## src/rtl/multi_vc_initial_logic.sv

```systemverilog
// multi_vc_initial_logic: input FIFO routed by word upper bits into NUM_VC per-VC FIFOs with flags, pause and sticky errors
module multi_vc_initial_logic #(
    parameter int DATA_WIDTH = 6,
    parameter int ADDR_WIDTH = 2,
    parameter int NUM_VC     = 2
) (
    input  logic                         clk,
    input  logic                         reset,
    input  logic                         wr_enable,
    input  logic [DATA_WIDTH-1:0]        data_in,
    input  logic [NUM_VC-1:0]            pop_vc,
    input  logic [ADDR_WIDTH:0]          afull_thresh,
    input  logic [ADDR_WIDTH:0]          aempty_thresh,
    output logic [NUM_VC*DATA_WIDTH-1:0] data_out_vc,
    output logic [NUM_VC-1:0]            valid_vc,
    output logic [NUM_VC-1:0]            full_vc,
    output logic [NUM_VC-1:0]            empty_vc,
    output logic [NUM_VC-1:0]            almost_full_vc,
    output logic [NUM_VC-1:0]            almost_empty_vc,
    output logic [NUM_VC-1:0]            pause_vc,
    output logic [NUM_VC-1:0]            error_vc,
    output logic                         full_in,
    output logic                         empty_in,
    output logic                         pause_in,
    output logic                         error_in
);
    localparam int DEPTH   = 1 << ADDR_WIDTH;
    localparam int VC_BITS = $clog2(NUM_VC);
    logic [DATA_WIDTH-1:0] mem_in [DEPTH];
    logic [DATA_WIDTH-1:0] mem_vc [NUM_VC][DEPTH];
    logic [ADDR_WIDTH-1:0] wr_ptr_in, rd_ptr_in;
    logic [ADDR_WIDTH-1:0] wr_ptr_vc [NUM_VC];
    logic [ADDR_WIDTH-1:0] rd_ptr_vc [NUM_VC];
    logic [ADDR_WIDTH:0]   cnt_in;
    logic [ADDR_WIDTH:0]   cnt_vc [NUM_VC];
    logic [DATA_WIDTH-1:0] head;
    logic [VC_BITS:0]      sel;
    logic                  bad_sel, route_pop, wr_ok;
    logic [NUM_VC-1:0]     push_vc, pop_ok;

    always_comb begin
        head      = mem_in[rd_ptr_in];
        sel       = {1'b0, head[DATA_WIDTH-1 -: VC_BITS]};
        bad_sel   = sel >= (VC_BITS+1)'(NUM_VC);
        full_in   = cnt_in == (ADDR_WIDTH+1)'(DEPTH);
        empty_in  = cnt_in == '0;
        pause_in  = afull_thresh != '0 && cnt_in >= afull_thresh;
        wr_ok     = wr_enable && !full_in;
        full_vc         = '0;
        empty_vc        = '0;
        almost_full_vc  = '0;
        almost_empty_vc = '0;
        push_vc         = '0;
        pop_ok          = '0;
        for (int k = 0; k < NUM_VC; k++) begin
            full_vc[k]         = cnt_vc[k] == (ADDR_WIDTH+1)'(DEPTH);
            empty_vc[k]        = cnt_vc[k] == '0;
            almost_full_vc[k]  = afull_thresh != '0 && cnt_vc[k] >= afull_thresh;
            almost_empty_vc[k] = cnt_vc[k] <= aempty_thresh;
            push_vc[k]         = !empty_in && sel == (VC_BITS+1)'(k) && !full_vc[k];
            pop_ok[k]          = pop_vc[k] && !empty_vc[k];
        end
        // invalid selects are drained so they cannot block the input FIFO
        route_pop = !empty_in && (bad_sel || |push_vc);
        pause_vc  = almost_full_vc;
    end

    always_ff @(posedge clk) begin
        if (reset) begin
            wr_ptr_in   <= '0;
            rd_ptr_in   <= '0;
            cnt_in      <= '0;
            data_out_vc <= '0;
            valid_vc    <= '0;
            error_vc    <= '0;
            error_in    <= 1'b0;
            for (int k = 0; k < NUM_VC; k++) begin
                wr_ptr_vc[k] <= '0;
                rd_ptr_vc[k] <= '0;
                cnt_vc[k]    <= '0;
            end
        end else begin
            if (wr_ok) begin
                mem_in[wr_ptr_in] <= data_in;
                wr_ptr_in         <= wr_ptr_in + ADDR_WIDTH'(1);
            end
            if (route_pop) rd_ptr_in <= rd_ptr_in + ADDR_WIDTH'(1);
            cnt_in   <= cnt_in + (ADDR_WIDTH+1)'(wr_ok) - (ADDR_WIDTH+1)'(route_pop);
            error_in <= error_in | (wr_enable && full_in) | (!empty_in && bad_sel);
            for (int k = 0; k < NUM_VC; k++) begin
                if (push_vc[k]) begin
                    mem_vc[k][wr_ptr_vc[k]] <= head;
                    wr_ptr_vc[k]            <= wr_ptr_vc[k] + ADDR_WIDTH'(1);
                end
                if (pop_ok[k]) begin
                    data_out_vc[k*DATA_WIDTH +: DATA_WIDTH] <= mem_vc[k][rd_ptr_vc[k]];
                    rd_ptr_vc[k]                            <= rd_ptr_vc[k] + ADDR_WIDTH'(1);
                end
                valid_vc[k] <= pop_ok[k];
                error_vc[k] <= error_vc[k] | (pop_vc[k] && empty_vc[k]);
                cnt_vc[k]   <= cnt_vc[k] + (ADDR_WIDTH+1)'(push_vc[k]) - (ADDR_WIDTH+1)'(pop_ok[k]);
            end
        end
    end
endmodule

```

## config.mk

```make
export PLATFORM = sky130hd
export DESIGN_NAME = multi_vc_initial_logic
export DESIGN_NICKNAME = d
export VERILOG_FILES = /design/src/rtl/multi_vc_initial_logic.sv
export SDC_FILE = /design/constraint.sdc
export NUM_CORES = 1
export LEC_CHECK = 0
export ABC_AREA = 1
export BUFFER_PORTS_ARGS = -buffer_cell sky130_fd_sc_hd__buf_2
export CORE_ASPECT_RATIO = 1.25
export CORE_MARGIN = 5
export CORE_UTILIZATION = 25
export DETAILED_ROUTE_END_ITERATION = 16
export SLEW_MARGIN = 30
export SYNTH_ARGS = -nofsm -noshare
export SYNTH_HDL_FRONTEND = slang
export SYNTH_SLANG_ARGS = --single-unit
```

## constraint.sdc

```tcl
create_clock -name clk -period 3.6 [get_ports clk]
set_input_delay 0.36 -clock clk [delete_from_list [all_inputs] [get_ports clk]]
set_output_delay 0.36 -clock clk [all_outputs]
set_load 0.005 [all_outputs]
```

==> impl_metrics.ini <==
[floorplan]
dieWidth_um = 136
start_util_pct = 25.4
row_count = 57
ios = 47
die_h_um = 168
dieArea_mm2 = 0.0228
core_mm2 = 0.0195

[final_layout]
nNetsFinal = 568
diodes = 0
drive_gt1_share_pct = 13.8
final_cell_area_mm2 = 0.00576
finish.utilization_pct = 29.5
syn2layout_area_growth_pct = 15.9

[sta]
fin_skew_ns = 0.00999
maxSlewHeadroom_pct = 50.2
tightest_slew_ns = 0.748
fin_hold_ws_ns = 0.234
finalMaxSlewViolations = 0
hold_viol_final = 0
final.setup.worst_slack_ns = 1.08
fin_crit_sh_pct = 69.9
fin_crit_ns = 2.52
max_freq_mhz = 398
setup_viol = 0
rsz0062_at_grt = no
final.setup.tns_ns = 0

[placed_design]
dpl_cell_area_mm2 = 0.00548
port_buffers = 46
place_ws_ns = 1.12
gp_congestion = 0.732
hpwl_mm = 7.11

[power_and_ir_drop]
p_per_area_mw_per_mm2 = 734
ir_worst_vdd_mv = 0.282
cellLeakagePower_uw = 0.00238

[clocking]
cts_hold_buf = 0
cts_root_buf = clkbuf_16
insertion_delay_ns = 0.35
h-tree-depth = 3
cts_resized = 0
cts_sinks = 112
numCtsBuffers = 9
tritoncts = done
cts_setup_buffers = 0
clock_path_buffers = 2
clk_pin_slew_ns = 0.07

[synthesis]
synth-seq-area-share_pct = 61.2
synth_edf_count = 80
ys.flop_type = edfxtp_1
synth-seq-cells = 112
synth_area_mm2 = 0.00497
synthCells = 468
ys_async_sr_fraction_pct = 0
synth_fp_nets = 521
synth_most_common_cell = inv_1
yosys.area.top_type = edfxtp_1
yosysWarnings = 0
yosysTopAreaCellShare_pct = 48.3
synth.distinct_cells = 23
yosys-top-cells-area = edfxtp_1, dfxtp_1, ha_1
avgSynthCellArea_um2 = 10.6
synthTopCellsByCount = inv_1, edfxtp_1, nor2_1

[hold_path]
hp-class = primary input to flip-flop
hp-start = data_in[3]
hold_end = mem_in[0][3]$_DFFE_PP_
worstHoldPathCells = 1

[drt]
dr.pass1.iters = 4
vias_per_cell = 4.02
num_vias = 3154
drt_iter0_drc = 169
ant_nets = 0
finalWirelength_mm = 9.50
routedWlPerCell_um = 12.1
drc = 0

[worst_setup_path]
worst_r2r_path_depth = 15
crit_path_start_kind = flip-flop
endpoint_kind = flip-flop
crit_arrival_ns = 2.80
rr_endpoint = cnt_in[2]$_SDFF_PP0_
cp_max_fo = 14
required_ns = 3.88
reg2reg_slack_ns = 1.08
crit_type = flip-flop to flip-flop

[grt]
grt_pass1_wl_mm = 15.3
track_usage_pct = 8.52
antenna_found_initial = 0
grt-ovfl-total = 0
grt_pass1_vias = 3068
grt_max_degree = 20

[job]
cap_violations = 0

[status]
status = completed
==> placed cells by master, fill, tap and decap left out, types with 3 or more instances in the layout <==
| cell | count |
|---|---|
| a21oi_1 | 15 |
| buf_2 | 46 |
| clkbuf_16 | 9 |
| clkinvlp_4 | 3 |
| dfxtp_1 | 32 |
| edfxtp_1 | 80 |
| fa_1 | 3 |
| ha_1 | 33 |
| inv_1 | 87 |
| inv_2 | 5 |
| inv_6 | 3 |
| nand2_1 | 40 |
| nand3_1 | 13 |
| nor2_1 | 66 |
| o21ai_0 | 44 |
| o22ai_1 | 17 |
| o2bb2ai_1 | 12 |
| xnor2_1 | 3 |
==> layer usage <==
| layer | track usage (%) | wire (um) | part of all wire, % |
|---|---|---|---|
| met1 | 10.5 | 4230 | 44 |
| met2 | 14.7 | 4880 | 51 |
| met3 | 1.44 | 230 | 2.4 |
| met5 | 0 | 0 | 0 |
| met4 | 3.46 | 162 | 1.7 |
==> metrics by stage <==
stage,total power [uW],instances
floorplan,2900,468
global placement,3310,769
detailed placement,3350,769
CTS,4290,785
global route,4580,785
finish,4230,785
==> registers in the layout, indices dropped and copies added (netlist names), named ones only <==
name / cells
rd_ptr_in: 2
wr_ptr_vc: 4
data_out_vc: 12
error_vc: 2
error_in: 1
wr_ptr_in: 2
cnt_in: 3
rd_ptr_vc: 4
mem_vc: 48
valid_vc: 2
mem_in: 24
cnt_vc: 6
==> power breakdown <==
group	internal (uW)	switching [uW]	total [uW]	leakage [uW]
Clock	476	464	940	0.000129
Sequential	1750	179	1920	0.000999
Combinational	491	871	1360	0.00125
==> worst max path at each step <==
stage / startpoint / endpoint / slack, ns / cells after the start
6_report: flip-flop / cnt_in[2]$_SDFF_PP0_ / 1.08 / 15
2_1_floorplan: flip-flop / cnt_in[2]$_SDFF_PP0_ / 1.62 / 15
5_1_grt: flip-flop / cnt_in[2]$_SDFF_PP0_ / 0.80 / 15
3_3_place_gp: flip-flop / cnt_in[2]$_SDFF_PP0_ / 1.16 / 15
3_5_place_dp: flip-flop / cnt_in[2]$_SDFF_PP0_ / 1.12 / 15
4_1_cts: flip-flop / cnt_in[2]$_SDFF_PP0_ / 1.08 / 15
==> area by class of cell <==
cell class                 count  area, um2
clock inverter                 7       53.8
tap                          265        332
inverter                      93        349
timing repair buffer          46        230
fill                        2041      13800
sequential                   112       3040
clock buffer                   9        225
multi-input combinational    253       1530
==> worst max-delay path, cell delays in order (launching register included) <==
cell     delay, ns
dfxtp_1       0.57
inv_2         0.19
nand2_1       0.12
nand2_1       0.05
nand2_1       0.06
nand2_2       0.13
nand2_4       0.12
nand2_4       0.06
ha_1          0.28
inv_1         0.06
ha_1          0.13
inv_1         0.05
fa_1          0.34
inv_1         0.07
o21ai_0       0.08
a21oi_1       0.14
==> cell families (layout without fill, tap and decap cells) <==
| kind of cell | count (synthesis) | count (layout) | share of synthesized area, % |
|---|---|---|---|
| fa+ha+maj | 36 | 36 | 9.51 |
| compound gates | 89 | 89 | 10.3 |
| simple gates | 124 | 124 | 10.1 |
| flops | 112 | 112 | 61.2 |
| buf+inv | 103 | 155 | 8.08 |
| xor+xnor | 4 | 4 | 0.705 |
Power figures use the tool's default switching activity.
